==> src/rtl/fwd_pkg.sv <==
// Shared types and constants for the operand-forwarding / load-use hazard unit.
package fwd_pkg;

  localparam int unsigned FWD_RF    = 0;
  localparam int unsigned FWD_EXMEM = 1;
  localparam int unsigned FWD_MEMWB = 2;

  // Control bits of a tag slot; rd and src travel alongside as parameter-sized vectors.
  typedef struct packed {
    logic valid;
    logic regwrite;
  } slot_ctl_t;

  function automatic int unsigned sel_width(input int unsigned stages);
    return $clog2(stages + 1);
  endfunction

endpackage

==> src/rtl/fwd_port_match.sv <==
// Priority match of one EX source operand against the post-EX producer slots.
module fwd_port_match
  import fwd_pkg::*;
#(
  parameter int unsigned REG_AW     = 5,
  parameter int unsigned FWD_STAGES = 2,
  parameter int unsigned SEL_W      = sel_width(FWD_STAGES)
) (
  input  logic [REG_AW-1:0]                 src,
  input  logic                              ex_valid,
  input  slot_ctl_t [FWD_STAGES:1]          stg_ctl,
  input  logic [FWD_STAGES:1][REG_AW-1:0]   stg_rd,
  output logic [SEL_W-1:0]                  sel
);

  // Walk from the oldest stage to the youngest so the nearest producer overwrites.
  always_comb begin
    sel = SEL_W'(FWD_RF);
    if (ex_valid && (src != '0)) begin
      for (int k = FWD_STAGES; k >= 1; k--) begin
        if (stg_ctl[k].valid && stg_ctl[k].regwrite && (stg_rd[k] != '0) &&
            (stg_rd[k] == src)) begin
          sel = SEL_W'(k);
        end
      end
    end
  end

endmodule

==> src/rtl/fwd_hazard_unit.sv <==
// Operand-forwarding select and load-use stall unit with an internal destination-tag pipeline.
module fwd_hazard_unit
  import fwd_pkg::*;
#(
  parameter int unsigned REG_AW     = 5,
  parameter int unsigned NUM_RP     = 2,
  parameter int unsigned FWD_STAGES = 2,
  parameter int unsigned CNT_W      = 16,
  parameter int unsigned SEL_W      = sel_width(FWD_STAGES)
) (
  input  logic                       clk,
  input  logic                       rst_n,
  input  logic                       id_valid,
  input  logic [NUM_RP*REG_AW-1:0]   id_src,
  input  logic [REG_AW-1:0]          id_rd,
  input  logic                       id_regwrite,
  input  logic                       id_memread,
  input  logic                       flush,
  output logic [NUM_RP*SEL_W-1:0]    fwd_sel,
  output logic                       stall,
  output logic [CNT_W-1:0]           stall_cnt
);

  slot_ctl_t                       ex_ctl_q, ex_ctl_d;
  logic                            ex_memread_q, ex_memread_d;
  logic [REG_AW-1:0]               ex_rd_q, ex_rd_d;
  logic [NUM_RP*REG_AW-1:0]        ex_src_q, ex_src_d;
  // memread is only consulted in EX; loads deeper in the pipe forward like any producer.
  slot_ctl_t [FWD_STAGES:1]        stg_ctl_q;
  logic [FWD_STAGES:1][REG_AW-1:0] stg_rd_q;
  logic [CNT_W-1:0]                cnt_q, cnt_d;

  logic src_hit;
  logic bubble;

  always_comb begin
    src_hit = 1'b0;
    for (int p = 0; p < NUM_RP; p++) begin
      if (id_src[p*REG_AW +: REG_AW] == ex_rd_q) src_hit = 1'b1;
    end
  end

  assign stall = id_valid & ex_ctl_q.valid & ex_memread_q & ex_ctl_q.regwrite &
                 (ex_rd_q != '0) & src_hit;
  assign bubble = stall | flush | ~id_valid;

  always_comb begin
    ex_ctl_d     = '0;
    ex_memread_d = 1'b0;
    ex_rd_d      = '0;
    ex_src_d     = '0;
    if (!bubble) begin
      ex_ctl_d.valid    = 1'b1;
      ex_ctl_d.regwrite = id_regwrite;
      ex_memread_d      = id_memread;
      ex_rd_d           = id_rd;
      ex_src_d          = id_src;
    end
  end

  always_comb begin
    cnt_d = cnt_q;
    if (stall && (cnt_q != '1)) cnt_d = cnt_q + CNT_W'(1);
  end

  always_ff @(posedge clk or negedge rst_n) begin
    if (!rst_n) begin
      ex_ctl_q     <= '0;
      ex_memread_q <= 1'b0;
      ex_rd_q      <= '0;
      ex_src_q     <= '0;
      stg_ctl_q    <= '0;
      stg_rd_q     <= '0;
      cnt_q        <= '0;
    end else begin
      ex_ctl_q     <= ex_ctl_d;
      ex_memread_q <= ex_memread_d;
      ex_rd_q      <= ex_rd_d;
      ex_src_q     <= ex_src_d;
      stg_ctl_q[1] <= ex_ctl_q;
      stg_rd_q[1]  <= ex_rd_q;
      for (int k = 2; k <= FWD_STAGES; k++) begin
        stg_ctl_q[k] <= stg_ctl_q[k-1];
        stg_rd_q[k]  <= stg_rd_q[k-1];
      end
      cnt_q <= cnt_d;
    end
  end

  assign stall_cnt = cnt_q;

  for (genvar p = 0; p < NUM_RP; p++) begin : g_port
    fwd_port_match #(
      .REG_AW     (REG_AW),
      .FWD_STAGES (FWD_STAGES),
      .SEL_W      (SEL_W)
    ) u_match (
      .src      (ex_src_q[p*REG_AW +: REG_AW]),
      .ex_valid (ex_ctl_q.valid),
      .stg_ctl  (stg_ctl_q),
      .stg_rd   (stg_rd_q),
      .sel      (fwd_sel[p*SEL_W +: SEL_W])
    );
  end

endmodule

==> config.mk <==
export PLATFORM = sky130hd
export DESIGN_NAME = fwd_hazard_unit
export DESIGN_NICKNAME = d
export VERILOG_FILES = /design/src/rtl/fwd_pkg.sv /design/src/rtl/fwd_port_match.sv /design/src/rtl/fwd_hazard_unit.sv
export SDC_FILE = /design/constraint.sdc
export NUM_CORES = 1
export LEC_CHECK = 0
export BUFFER_PORTS_ARGS = -buffer_cell sky130_fd_sc_hd__buf_2
export CORE_ASPECT_RATIO = 0.9
export CORE_MARGIN = 3
export CORE_UTILIZATION = 54
export DETAILED_ROUTE_END_ITERATION = 8
export PLACE_DENSITY = 0.86
export SETUP_SLACK_MARGIN = 0.15
export SYNTH_ARGS = -nofsm -noshare
export SYNTH_HDL_FRONTEND = slang
export SYNTH_SLANG_ARGS = --single-unit
==> constraint.sdc <==
create_clock -name clk -period 2.6 [get_ports clk]
set_input_delay 0.26 -clock clk [delete_from_list [all_inputs] [get_ports clk]]
set_output_delay 0.26 -clock clk [all_outputs]
set_load 0.01 [all_outputs]
======== After elaboration in Yosys (flattened, before gate mapping) ========
Cells that the tools add are included.
storage, ports and cells
  register bits after elaboration ......... 48
operators by class
  bitwise gates (word level) .............. 8
  mux-type cells .......................... 12
  reductions and logical operators ........ 16
  add/sub/neg operators ................... 1
  equal/unequal tests ..................... 7
operators with widths
  operator                                                         number
  5-bit == test                                                    6
  5-bit nonzero test                                               5
  16-bit by 1-bit adder with 16-bit output, second input constant  1
  16-bit inequality test, second input constant                    1
  2-bit 2-to-1 mux                                                 7
  1-bit logical AND                                                11
  10-bit 2-to-1 mux                                                1
  1-bit AND                                                        5
  5-bit 2-to-1 mux                                                 1
  1-bit 2-to-1 mux                                                 3
  1-bit OR                                                         2
  1-bit inverter                                                   1

======== Longest topological paths before layout ========
  word-level depth ........................ 8
  gate-level depth with buffers ........... 6

======== By module ========
From an unflattened synthesis, not the netlist that was laid out.
second synthesis, totals
  cell total of the unflattened synthesis .. 188
  area, all modules ....................... 2247.2 µm²
modules (own cells, without submodules)
  module           sequential area each (µm²)  instances  cells each  area an instance (µm²)
  fwd_hazard_unit  1201.2                      1          144         1916.8
  fwd_port_match   0.0                         2          22          165.2

======== Least setup slack after synthesis ========
Ideal clock, no wire load.
  path type ............................... reg2out
  start point ............................. reg stg_rd_q[0] (netlist name)
  end point ............................... out fwd_sel[1]
  arrival time ............................ 1.612 ns
  data required time ...................... 2.340 ns
  setup slack ............................. 0.728 ns
  stages on the path, launching flop included .. 5
  path through ............................ dfrtp_1 > or4_1 > o211ai_1 > o21ai_1 > a211oi_1
on the way
  cells in the longest elaborated chain, start to end .. 5
  elaborated cells between the ends (all ways) .. 6
  classes of those cells .................. eq/ne (1); mux (2); reduce/logical (3)
ends and longest elaborated chain
  what                              RTL line               source
  start: declaration                fwd_hazard_unit.sv:30  logic [FWD_STAGES:1][REG_AW-1:0] stg_rd_q;
  start signal: indexed assignment  fwd_hazard_unit.sv:84  stg_rd_q[k] <= stg_rd_q[k-1];
  5-bit nonzero test                fwd_port_match.sv:21   if (stg_ctl[k].valid && stg_ctl[k].regwrite && (stg_rd[k] != '0) &&
  1-bit logical AND                 fwd_port_match.sv:21
  1-bit logical AND (*)             fwd_port_match.sv:21
  2-bit 2-to-1 mux (*)              fwd_port_match.sv:21
  2-bit 2-to-1 mux (*)              fwd_port_match.sv:19   if (ex_valid && (src != '0)) begin
  end: declaration                  fwd_hazard_unit.sv:19  output logic [NUM_RP*SEL_W-1:0] fwd_sel,
Every way passes the cells marked *; elsewhere a longest branch is shown, timed or not.

======== Worst setup path in the final report ========
  start point ............................. reg stg_rd_q[0] (netlist name)
  end point ............................... out fwd_sel[3]
Same word-level chain as after synthesis.

==> metrics.md <==
| Metric | Value |
|---|---|
| Post-route minimum period | `about 2400 ps` |
| Max_cap viols | `0` |
| Unrepaired setup endpoints after global routing | `false` |
| Worst reg-to-reg path cell count | `6` |
| Worst r2r src | `stall_cnt[0]$_DFFE_PN0P_` |
| Crit-path max FO | `4` |
| Required @ worst endpoint | `2340 ps` |
| Multi-input logic area | `993 sq um` |
| Clock buffer depth | `2` |
| Core Util, Final | `0.678` |
| Row count | `21` |
| Total number of vias | `~1500` |
| Post-synthesis cell count | `190` |
| Synth top area share | `0.539` |
| Worst path buffer plus inverter count | `2` |
| Clock tree from TritonCTS | `done` |
| Final period util | `0.905` |
| Post-synthesis register bit count | `48` |
| Yosys warns | `0` |
| Total clock buffers created by CTS | `5` |
| Count leader, synth | `dfrtp_1` |
| Synth area leaders | `dfrtp_1 54%, xnor2_1 11%, xor2_1 5.9%` |
| Nets | `260` |
| CP endpoint kind | `output pin` |
| Status | `complete, no violations` |
| Slew Viols, Final | `0` |
| CTS root buffer | `clkbuf_8` |
| CTS Sinks | `48` |
| Die ar. | `~5000 sq um` |
| Worst Max-Slew Pin Slew | `roughly 1000 ps` |
| Initial core utilization | `0.581` |
| Syn nets | `about 210` |
| Core area | `between 3000 and 4000 sq um` |
| Port bufs | `between 40 and 50` |
| Synth area leader | `dfrtp_1` |
| WL final | `approximately 4400 um` |
| Delay of the slowest critical-path stage | `roughly 540 ps` |
| Relative slew slack | `0.326` |
| HPWL after detailed placement | `between 3000 and 4000 um` |
| Post-synth cell types | `35` |
| Die span in y | `between 60 and 70 um` |
| Register area | `approximately 1200 sq um` |
| CP arrival | `roughly 2100 ps` |
| Vias in the first global route | `roughly 1500` |
| Peak Freq | `425 MHz` |
| ANT cells | `0` |
| Reg2reg end | `stall_cnt[1]$_DFFE_PN0P_` |
| Clk_skew | `roughly 11 ps` |
| DR DRC count | `0` |
| Router iterations before antenna repair | `4` |
| Drt initial violations | `between 100 and 150` |
| Top Ports | `42` |
| Tot Pwr | `around 0.0014 W` |
| Total track usage | `0.198` |
| Setup tns final | `0 ps` |
| Post-synth top flop | `dfrtp_1` |
| Worst Setup Path Type | `reg -> out` |
| LEAKAGE | `1.25 nW` |
| PD cells | `roughly 550 nW/um^2` |
| Synth top cells by count | `48 x dfrtp_1, 28 x xnor2_1, 17 x and2_1` |
| Final setup viols | `0` |
| Mean post-synth cell area | `about 12 sq um` |
| Async set or reset register ratio after synthesis | `1.00` |
| First-pass GRT wire length | `between 7000 and 8000 um` |
| CTS Hold Bufs | `0` |
| Worst-path clk slew | `90 ps` |
| HP Class | `in -> async` |
| Layout area overhead | `16.7%` |
| Initial antenna violation count | `0` |
| Remaining Overflow, GRT | `0` |
| Setup crit start kind | `flop` |
| Post-route ant nets | `0` |
| Largest net degree at the start of global routing | `a little under 50` |
| Vias per cell | `about 5.4` |
| VDD IR max | `between 0.5 and 0.6 mV` |
| Mapped cell area | `about 2200 sq um` |
| Largest delay share family, worst path | `simple AND/OR/NAND/NOR gates` |
| Horiz. Die Dim | `73.7 um` |
| Clk_lat worst skew | `about 300 ps` |
| Final hold viol count | `0` |
| Fillers | `~290` |
| EDFF count, synth | `0` |
| Final Wtd Congestion | `approximately 0.9` |
| Post-synthesis sequential area ratio | `0.539` |
| Crit-path cells | `or4_1 > o211ai_1 > buf_4 > o21ai_1 > a211oi_1 > buf_2` |
| Wire per inst | `approximately 15 um` |
| Crit-path slowest cell | `or4_1` |
| R2R setup slack | `590 ps` |
| CTS H-tree lvls | `2` |
| Layout cells sized above 1 | `0.243` |
==> flip-flops by register name, indices dropped and copies added (netlist names) <==
| signal | cells |
|---|---|
| stg_rd_q | 10 |
| ex_memread_q | 1 |
| ex_src_q | 10 |
| ex_rd_q | 5 |
| ex_ctl_q | 2 |
| stall_cnt | 16 |
| stg_ctl_q | 4 |
==> timing repair <==
item | in CTS | in global routing
gates resized for setup | 0 | 0
buffers inserted | 0 | 2
setup endpoints to repair | 0 | 1
==> report_power, final <==
group          leakage (nW)  internal (W)  switching (W)  total (W)
logic                 0.549     0.0000509      0.0000582   0.000109
registers             0.647      0.000765      0.0000234   0.000789
clock network        0.0541      0.000284       0.000241   0.000525
total                  1.25       0.00110       0.000322    0.00142
==> placed cells by master, fill, tap and decap left out, types with 2 or more instances in the layout <==
master	synthesis	routed
a2111oi_0	2	2
a211oi_1	2	2
and2_1	17	17
buf_2	1	41
buf_4	0	2
clkbuf_8	0	5
dfrtp_1	48	48
inv_1	5	5
nand2_1	7	7
nand2b_1	2	2
nand3_1	12	12
nand4_1	7	7
nor2_1	5	5
nor3_1	6	6
nor4_1	10	10
o211ai_1	2	2
o21ai_1	2	2
or4_1	2	2
xnor2_1	28	28
xor2_1	15	15
==> routing by layer <==
metal  vias up  part of all wire  routed length, um  GRT usage
met2        42              0.48               2130      0.303
met3        11             0.048                212     0.0543
met5         -                 0                  0          0
met1       732              0.45               1960      0.265
met4         0             0.022                 95     0.0769
li1        762                 -                  -          -
==> worst max path at each step <==
stage,cells after the start,slack [ps],endpoint,startpoint
5_1_grt,6,140,fwd_sel[3],stg_rd_q[0]$_DFF_PN0_
2_1_floorplan,4,730,fwd_sel[1],stg_rd_q[0]$_DFF_PN0_
4_1_cts,5,280,fwd_sel[1],stg_rd_q[0]$_DFF_PN0_
3_5_place_dp,6,610,stall_cnt[1]$_DFFE_PN0P_,stall_cnt[0]$_DFFE_PN0P_
3_3_place_gp,5,670,fwd_sel[1],stg_rd_q[0]$_DFF_PN0_
6_report,6,250,fwd_sel[3],stg_rd_q[0]$_DFF_PN0_
==> worst reg2reg max path, cell delays in order, from the launching register on <==
cell and delay [ps]:
dfrtp_1 410, ha_1 220, nand4_1 170, nor4_1 420, nor2_1 200, nand2_1 150
mux2_1 330
==> through the flow <==
| stage | hold WS, ps | cells | setup slack [ps] | cell area [sq um] |
|---|---|---|---|---|
| after floorplan | -35.6 | 190 | 728 | 2230 |
| after detailed placement | 367 | 275 | 614 | 2480 |
| after global placement | 360 | 275 | 670 | 2480 |
| after global routing | 157 | 285 | 140 | 2600 |
| final | 121 | 285 | 248 | 2600 |
| after CTS | 152 | 283 | 281 | 2590 |
==> final cells by class <==
class,count,share of cell area
clock buffers,5,0.0264
clock inverters,3,0.0163
inverters,5,0.00721
multi-input cells,135,0.382
flip-flops and latches,48,0.462
well taps,46,0.0221
repair buffers,43,0.0846
==> cell families after synthesis <==
group | share of synthesized area
flops | 0.539
fa+ha+maj | 0.00561
xor+xnor | 0.169
compound gates | 0.0606
buf+inv | 0.0157
simple gates | 0.194
mux | 0.0163
Power figures use the tool's default switching activity.
